$ cat config.mk
export PLATFORM = sky130hd
export DESIGN_NAME = ring_uart_tx_flat
export DESIGN_NICKNAME = d
export VERILOG_FILES = /design/src/rtl/ring_uart_tx_if.sv /design/src/rtl/ring_uart_tx.sv /design/src/flat_wrapper.sv
export SDC_FILE = /design/constraint.sdc
export NUM_CORES = 1
export LEC_CHECK = 0
export CAP_MARGIN = 20
export CORE_ASPECT_RATIO = 1.25
export CORE_MARGIN = 5
export CORE_UTILIZATION = 30
export CTS_BUF_LIST = sky130_fd_sc_hd__clkbuf_16
export DETAILED_ROUTE_END_ITERATION = 6
export GPL_TIMING_DRIVEN = 0
export HOLD_SLACK_MARGIN = 0.06
export PLACE_DENSITY = 0.58
export SYNTH_ARGS = -nofsm -noshare
export SYNTH_HDL_FRONTEND = slang
export SYNTH_SLANG_ARGS = --single-unit
$ cat constraint.sdc
create_clock -name i_wb_clk -period 4.57 [get_ports i_wb_clk]
set_input_delay 0.914 -clock i_wb_clk [delete_from_list [all_inputs] [get_ports i_wb_clk]]
set_output_delay 0.914 -clock i_wb_clk [all_outputs]
set_load 0.03 [all_outputs]
$ cat src/rtl/ring_uart_tx_if.sv
// Wishbone read-master bundle used by ring_uart_tx to fetch bytes from RAM.
// Member names keep the master-side port names of the block (o_ = driven by
// the UART, i_ = returned by the memory).
interface ring_uart_tx_if;
   logic [31:0] o_wb_adr;
   logic        o_wb_cyc;
   logic        o_wb_we;
   logic [3:0]  o_wb_sel;
   logic [31:0] i_wb_rdt;
   logic        i_wb_ack;

   modport master (
      output o_wb_adr, o_wb_cyc, o_wb_we, o_wb_sel,
      input  i_wb_rdt, i_wb_ack
   );

   modport slave (
      input  o_wb_adr, o_wb_cyc, o_wb_we, o_wb_sel,
      output i_wb_rdt, i_wb_ack
   );
endinterface

$ cat src/rtl/ring_uart_tx.sv
// ring_uart_tx: drains a receive ring buffer in RAM over Wishbone and sends
// each byte (low byte of every ring word) out on a UART line, 8N1.
// Optional feature: define RING_UART_TX_PARITY_EN to insert an even-parity
// bit between the data bits and the stop bit (11-bit frame).
module ring_uart_tx #(
   parameter logic [31:0] ADR_LL       = 32'h300,
   parameter logic [31:0] ADR_UL       = 32'h1FFC,
   parameter int          CLKS_PER_BIT = 104
) (
   input  logic               i_wb_clk,
   input  logic               i_wb_rst_n,
   input  logic [31:0]        i_wr_adr,
   ring_uart_tx_if.master     wb,
   output logic               o_tx,
   output logic               o_busy,
   output logic               o_sent
);

   localparam int BAUD_W = (CLKS_PER_BIT > 1) ? $clog2(CLKS_PER_BIT) : 1;
   localparam logic [BAUD_W-1:0] BAUD_LAST = BAUD_W'(CLKS_PER_BIT - 1);

   localparam logic [2:0] S_IDLE   = 3'd0;
   localparam logic [2:0] S_FETCH  = 3'd1;
   localparam logic [2:0] S_START  = 3'd2;
   localparam logic [2:0] S_DATA   = 3'd3;
`ifdef RING_UART_TX_PARITY_EN
   localparam logic [2:0] S_PARITY = 3'd4;
`endif
   localparam logic [2:0] S_STOP   = 3'd5;

   logic [2:0]        state_q, state_d;
   logic [31:0]       rd_ptr_q, rd_ptr_d;
   logic              cyc_q, cyc_d;
   logic [7:0]        data_q, data_d;
   logic [2:0]        bit_cnt_q, bit_cnt_d;
   logic [BAUD_W-1:0] baud_cnt_q, baud_cnt_d;
   logic              tx_q, tx_d;

   logic [31:0] eff_wr_adr;
   logic        ring_empty;
   logic        baud_last;
   logic [2:0]  nxt_bit;
   logic        unused_rdt;

   // The receiver briefly shows UL+4 before wrapping; treat anything above
   // the ring as the wrapped value.
   assign eff_wr_adr = (i_wr_adr > ADR_UL) ? ADR_LL : i_wr_adr;
   assign ring_empty = (rd_ptr_q == eff_wr_adr);
   assign baud_last  = (baud_cnt_q == BAUD_LAST);
   assign nxt_bit    = bit_cnt_q + 3'd1;
   assign unused_rdt = ^wb.i_wb_rdt[31:8];

   assign wb.o_wb_adr = rd_ptr_q;
   assign wb.o_wb_cyc = cyc_q;
   assign wb.o_wb_we  = 1'b0;
   assign wb.o_wb_sel = 4'b1111;

   assign o_tx   = tx_q;
   assign o_busy = (state_q != S_IDLE);
   assign o_sent = (state_q == S_STOP) && baud_last;

   // Next-state logic: fetch one ring word, then shift its low byte out.
   always_comb begin
      state_d    = state_q;
      rd_ptr_d   = rd_ptr_q;
      cyc_d      = cyc_q;
      data_d     = data_q;
      bit_cnt_d  = bit_cnt_q;
      baud_cnt_d = baud_cnt_q;
      tx_d       = tx_q;

      case (state_q)
         S_IDLE: begin
            tx_d = 1'b1;
            if (!ring_empty) begin
               state_d = S_FETCH;
               cyc_d   = 1'b1;
            end
         end
         S_FETCH: begin
            if (wb.i_wb_ack) begin
               cyc_d      = 1'b0;
               data_d     = wb.i_wb_rdt[7:0];
               rd_ptr_d   = (rd_ptr_q == ADR_UL) ? ADR_LL : rd_ptr_q + 32'd4;
               state_d    = S_START;
               tx_d       = 1'b0;
               baud_cnt_d = '0;
            end
         end
         S_START: begin
            baud_cnt_d = baud_last ? '0 : baud_cnt_q + 1'b1;
            if (baud_last) begin
               state_d   = S_DATA;
               bit_cnt_d = 3'd0;
               tx_d      = data_q[0];
            end
         end
         S_DATA: begin
            baud_cnt_d = baud_last ? '0 : baud_cnt_q + 1'b1;
            if (baud_last) begin
               if (bit_cnt_q == 3'd7) begin
                  bit_cnt_d = 3'd0;
`ifdef RING_UART_TX_PARITY_EN
                  state_d   = S_PARITY;
                  tx_d      = ^data_q;
`else
                  state_d   = S_STOP;
                  tx_d      = 1'b1;
`endif
               end else begin
                  bit_cnt_d = nxt_bit;
                  tx_d      = data_q[nxt_bit];
               end
            end
         end
`ifdef RING_UART_TX_PARITY_EN
         S_PARITY: begin
            baud_cnt_d = baud_last ? '0 : baud_cnt_q + 1'b1;
            if (baud_last) begin
               state_d = S_STOP;
               tx_d    = 1'b1;
            end
         end
`endif
         S_STOP: begin
            baud_cnt_d = baud_last ? '0 : baud_cnt_q + 1'b1;
            if (baud_last) begin
               state_d = S_IDLE;
               tx_d    = 1'b1;
            end
         end
         default: begin
            state_d    = S_IDLE;
            cyc_d      = 1'b0;
            tx_d       = 1'b1;
            baud_cnt_d = '0;
            bit_cnt_d  = 3'd0;
         end
      endcase
   end

   // State registers with synchronous active-low reset; reset abandons any frame.
   always_ff @(posedge i_wb_clk) begin
      if (!i_wb_rst_n) begin
         state_q    <= S_IDLE;
         rd_ptr_q   <= ADR_LL;
         cyc_q      <= 1'b0;
         data_q     <= 8'd0;
         bit_cnt_q  <= 3'd0;
         baud_cnt_q <= '0;
         tx_q       <= 1'b1;
      end else begin
         state_q    <= state_d;
         rd_ptr_q   <= rd_ptr_d;
         cyc_q      <= cyc_d;
         data_q     <= data_d;
         bit_cnt_q  <= bit_cnt_d;
         baud_cnt_q <= baud_cnt_d;
         tx_q       <= tx_d;
      end
   end

endmodule

$ cat src/flat_wrapper.sv
// flat-port wrapper written by rule: the top's interface ports become plain ports
module ring_uart_tx_flat 
#(
   parameter logic [31:0] ADR_LL       = 32'h300,
   parameter logic [31:0] ADR_UL       = 32'h1FFC,
   parameter int          CLKS_PER_BIT = 104
)
  (i_wb_clk, i_wb_rst_n, i_wr_adr, o_tx, o_busy, o_sent, wb_o_wb_adr, wb_o_wb_cyc, wb_o_wb_we, wb_o_wb_sel, wb_i_wb_rdt, wb_i_wb_ack);
  ring_uart_tx_if wb_i ();
  input  logic i_wb_clk;
  input  logic i_wb_rst_n;
  input  logic [31:0] i_wr_adr;
  output logic o_tx;
  output logic o_busy;
  output logic o_sent;
  output wire logic [$bits(wb_i.o_wb_adr)-1:0] wb_o_wb_adr;
  output wire logic [$bits(wb_i.o_wb_cyc)-1:0] wb_o_wb_cyc;
  output wire logic [$bits(wb_i.o_wb_we)-1:0] wb_o_wb_we;
  output wire logic [$bits(wb_i.o_wb_sel)-1:0] wb_o_wb_sel;
  input wire logic [$bits(wb_i.i_wb_rdt)-1:0] wb_i_wb_rdt;
  input wire logic [$bits(wb_i.i_wb_ack)-1:0] wb_i_wb_ack;
  assign wb_o_wb_adr = wb_i.o_wb_adr;
  assign wb_o_wb_cyc = wb_i.o_wb_cyc;
  assign wb_o_wb_we = wb_i.o_wb_we;
  assign wb_o_wb_sel = wb_i.o_wb_sel;
  assign wb_i.i_wb_rdt = wb_i_wb_rdt;
  assign wb_i.i_wb_ack = wb_i_wb_ack;
  ring_uart_tx #(.ADR_LL(ADR_LL), .ADR_UL(ADR_UL), .CLKS_PER_BIT(CLKS_PER_BIT)) u_core (.i_wb_clk(i_wb_clk), .i_wb_rst_n(i_wb_rst_n), .i_wr_adr(i_wr_adr), .wb(wb_i), .o_tx(o_tx), .o_busy(o_busy), .o_sent(o_sent));
endmodule
==> flow_summary.json <==
{
  "grt_usage_pct": 13.01,
  "clkSlewWorstSetupHoldPaths_ps": 70,
  "cts_max_level": 2,
  "crit_path_start_kind": "flip-flop",
  "setup_violations": 0,
  "period_needed_ps": 3464,
  "path_cells": "ha_1 -> nor4bb_1 -> and3_1 -> clkbuf_1 -> and3_1 -> clkdlybuf4s50_1",
  "hold_buffers": 0,
  "ys_ff_latch": 53,
  "async_flop_share_pct": 0,
  "cts-root-buf": "clkbuf_16",
  "cts_buffer_depth": 2,
  "antenna_found_initial": 0,
  "finClkSkew_ps": 5.584,
  "worstPathMaxFanout": 9,
  "worstReg2RegStart": "u_core.bit_cnt_q[0]$_SDFFE_PN0P_",
  "status": "complete, no violations",
  "crit_arrival_ps": 2550,
  "ys_warn_count": 0,
  "ys_seq_area_share_pct": 35.89,
  "grt-ovfl-total": 0,
  "p_leak_nw": 1.457,
  "io_pins": 108,
  "cp_num_buf_inv": 2,
  "dr.pass1.iters": 4,
  "ant_nets": 0,
  "critPathKind": "reg2out",
  "insertedDiodeCount": 0,
  "multi_input_area_um2": 1770,
  "endpoint_kind": "primary output",
  "fill_cells": 1001,
  "drt-total-wl_um": 7668,
  "cpMaxStageDelayCell": "clkdlybuf4s50_1",
  "final_common_cell": "clkdlybuf4s50_1",
  "whs_ps": 461.4,
  "max_stage_delay_ps": 670,
  "initial_core_util_pct": 30.77,
  "clkLatencyLatePin_ps": 290,
  "die_h_um": 121.0,
  "min_from": "u_core.data_q[6]$_SDFFE_PN0P_",
  "drc": 0,
  "grt_pass1_wl_um": 13020,
  "avgRoutedWirePerCell_um": 13.34,
  "cts_buffers": 5,
  "viasPerCell": 4.901,
  "ir_worst_vdd_v": 0.0001406,
  "die_area_um2": 11950,
  "vias": 2818,
  "first_global_vias": 2728,
  "die-width_um": 98.80,
  "cts_tree": "yes",
  "crit_start": "u_core.baud_cnt_q[0]$_SDFFE_PN0P_",
  "hpwlAfterDp_um": 6006,
  "synthesis.instances": 360,
  "hold_path.class": "reg2reg",
  "port_buffers": 76,
  "drt_iter0_drc": 131,
  "fp-row-count": 40,
  "hold_viol": 0,
  "drive_above_1_share_pct": 7.350,
  "areaGrowthSynthToFinish_pct": 36.56,
  "final.setup.tns_ps": 0,
  "cp.required_ps": 3660,
  "path_delay_family": "buffers and inverters",
  "cts_resized": 0,
  "synth_ff_type": "dfxtp_1",
  "fin_crit_sh_pct": 75.80,
  "cap_violations": 0,
  "core_um2": 9609,
  "synth.avg_cell_area_um2": 8.213,
  "fin_nets": 520,
  "seq_area_um2": 1061,
  "post_cts_buffers": 0,
  "synth_edf_count": 0,
  "place_congestion": 0.8008,
  "yosysUniqueCellTypes": 51,
  "slew_violations": 0,
  "p_per_area_nw_per_um2": 290.4,
  "path_common_cell": "and3_1",
  "max_freq_ghz": 0.2887,
  "rsz0062_at_grt": "no",
  "grt_max_degree": 17,
  "layout_common_cells": "clkdlybuf4s50_1, dfxtp_1, nor2_1",
  "synth.cell_area_um2": 2957,
  "clkSinkCount": 53
}
power breakdown:
group          internal, mW  switching, mW
clock network         0.201          0.171
logic                 0.135          0.164
registers             0.484         0.0179
total                 0.820          0.352
state kept, by name (all words and copies together), names as in the netlist:
register and count:
u_core.baud_cnt_q 7, u_core.bit_cnt_q 3, u_core.data_q 8, u_core.o_tx 1
u_core.state_q 3, u_core.wb.o_wb_adr 30, u_core.wb.o_wb_cyc 1
layout make-up:
class	instances	share of cell area, %
Sequential cell	53	26.28
Clock buffer	5	3.099
Multi-Input combinational cell	282	43.85
Clock inverter	3	0.4648
Inverter	9	0.8367
Tap cell	126	3.905
Timing Repair Buffer	76	18.84
Buffer	21	2.727
worst paths after layout:
kind	slack, ps	cells past startpoint	to
min reg2reg	460	2	u_core.data_q[6]$_SDFFE_PN0P_
min	460	2	u_core.data_q[6]$_SDFFE_PN0P_
max	1110	6	o_sent
max reg2reg	2370	9	u_core.o_tx$_SDFFE_PN1P_
Yosys cell counts (6+ instances only):
library cell  count  area, µm²
xor2_1           20      175.2
nor2b_1           9      56.30
mux2i_1           6      60.06
nor3_1            7      35.03
o41ai_1           6      52.55
dfxtp_1          53       1061
a21boi_0          8      60.06
or3_1             6      37.54
nand2_1          42      157.7
and3_1           11      68.82
buf_4             7      52.55
nand4_1           9      56.30
nand3_1          15      75.07
xnor2_1          14      122.6
a21oi_1          10      50.05
nor2_1           46      172.7
inv_1             9      33.78
nor4_1            9      56.30
clkbuf_1         10      37.54
stage by stage:
| stage | cell area (µm²) | cells | setup WS, ps | total power [mW] | util, % |
|---|---|---|---|---|---|
| floorplan | 2975 | 365 | 1969 | 0.7004 | - |
| global placement | 3894 | 567 | 1277 | 0.8110 | 40.52 |
| detailed placement | 3894 | 567 | 1272 | 0.8160 | 40.52 |
| CTS | 4038 | 575 | 1081 | 1.191 | 42.02 |
| global route | 4038 | 575 | 949.2 | 1.238 | 42.02 |
| finish | 4038 | 575 | 1106 | 1.172 | 42.02 |
worst min-delay path: cells and delay by family, from the launching register on:
family / cells / cell delay [ps]
flops: 1 / 310
compound gates: 1 / 60
simple gates: 1 / 40
routing by layer:
metal / vias to the layer above / GRT usage, % / routed length [µm]
li1: 1432 / - / -
met1: 1299 / 15.91 / 3371
met2: 79 / 21.81 / 3612
met3: 8 / 3.565 / 565
met4: 0 / 4.611 / 118
met5: - / 0 / 0
kinds of logic after synthesis:
kind of cell | count (synthesis) | share of synthesized area, %
adders and majority gates | 5 | 2.116
DFF | 53 | 35.89
AOI/OAI and AO/OA | 49 | 11.64
buffers and inverters | 30 | 4.867
muxes | 8 | 3.555
xor gates and xnor gates | 34 | 10.07
other | 2 | 0.2540
and+or+nand+nor | 179 | 31.61
(Power assumes the default switching activity.)
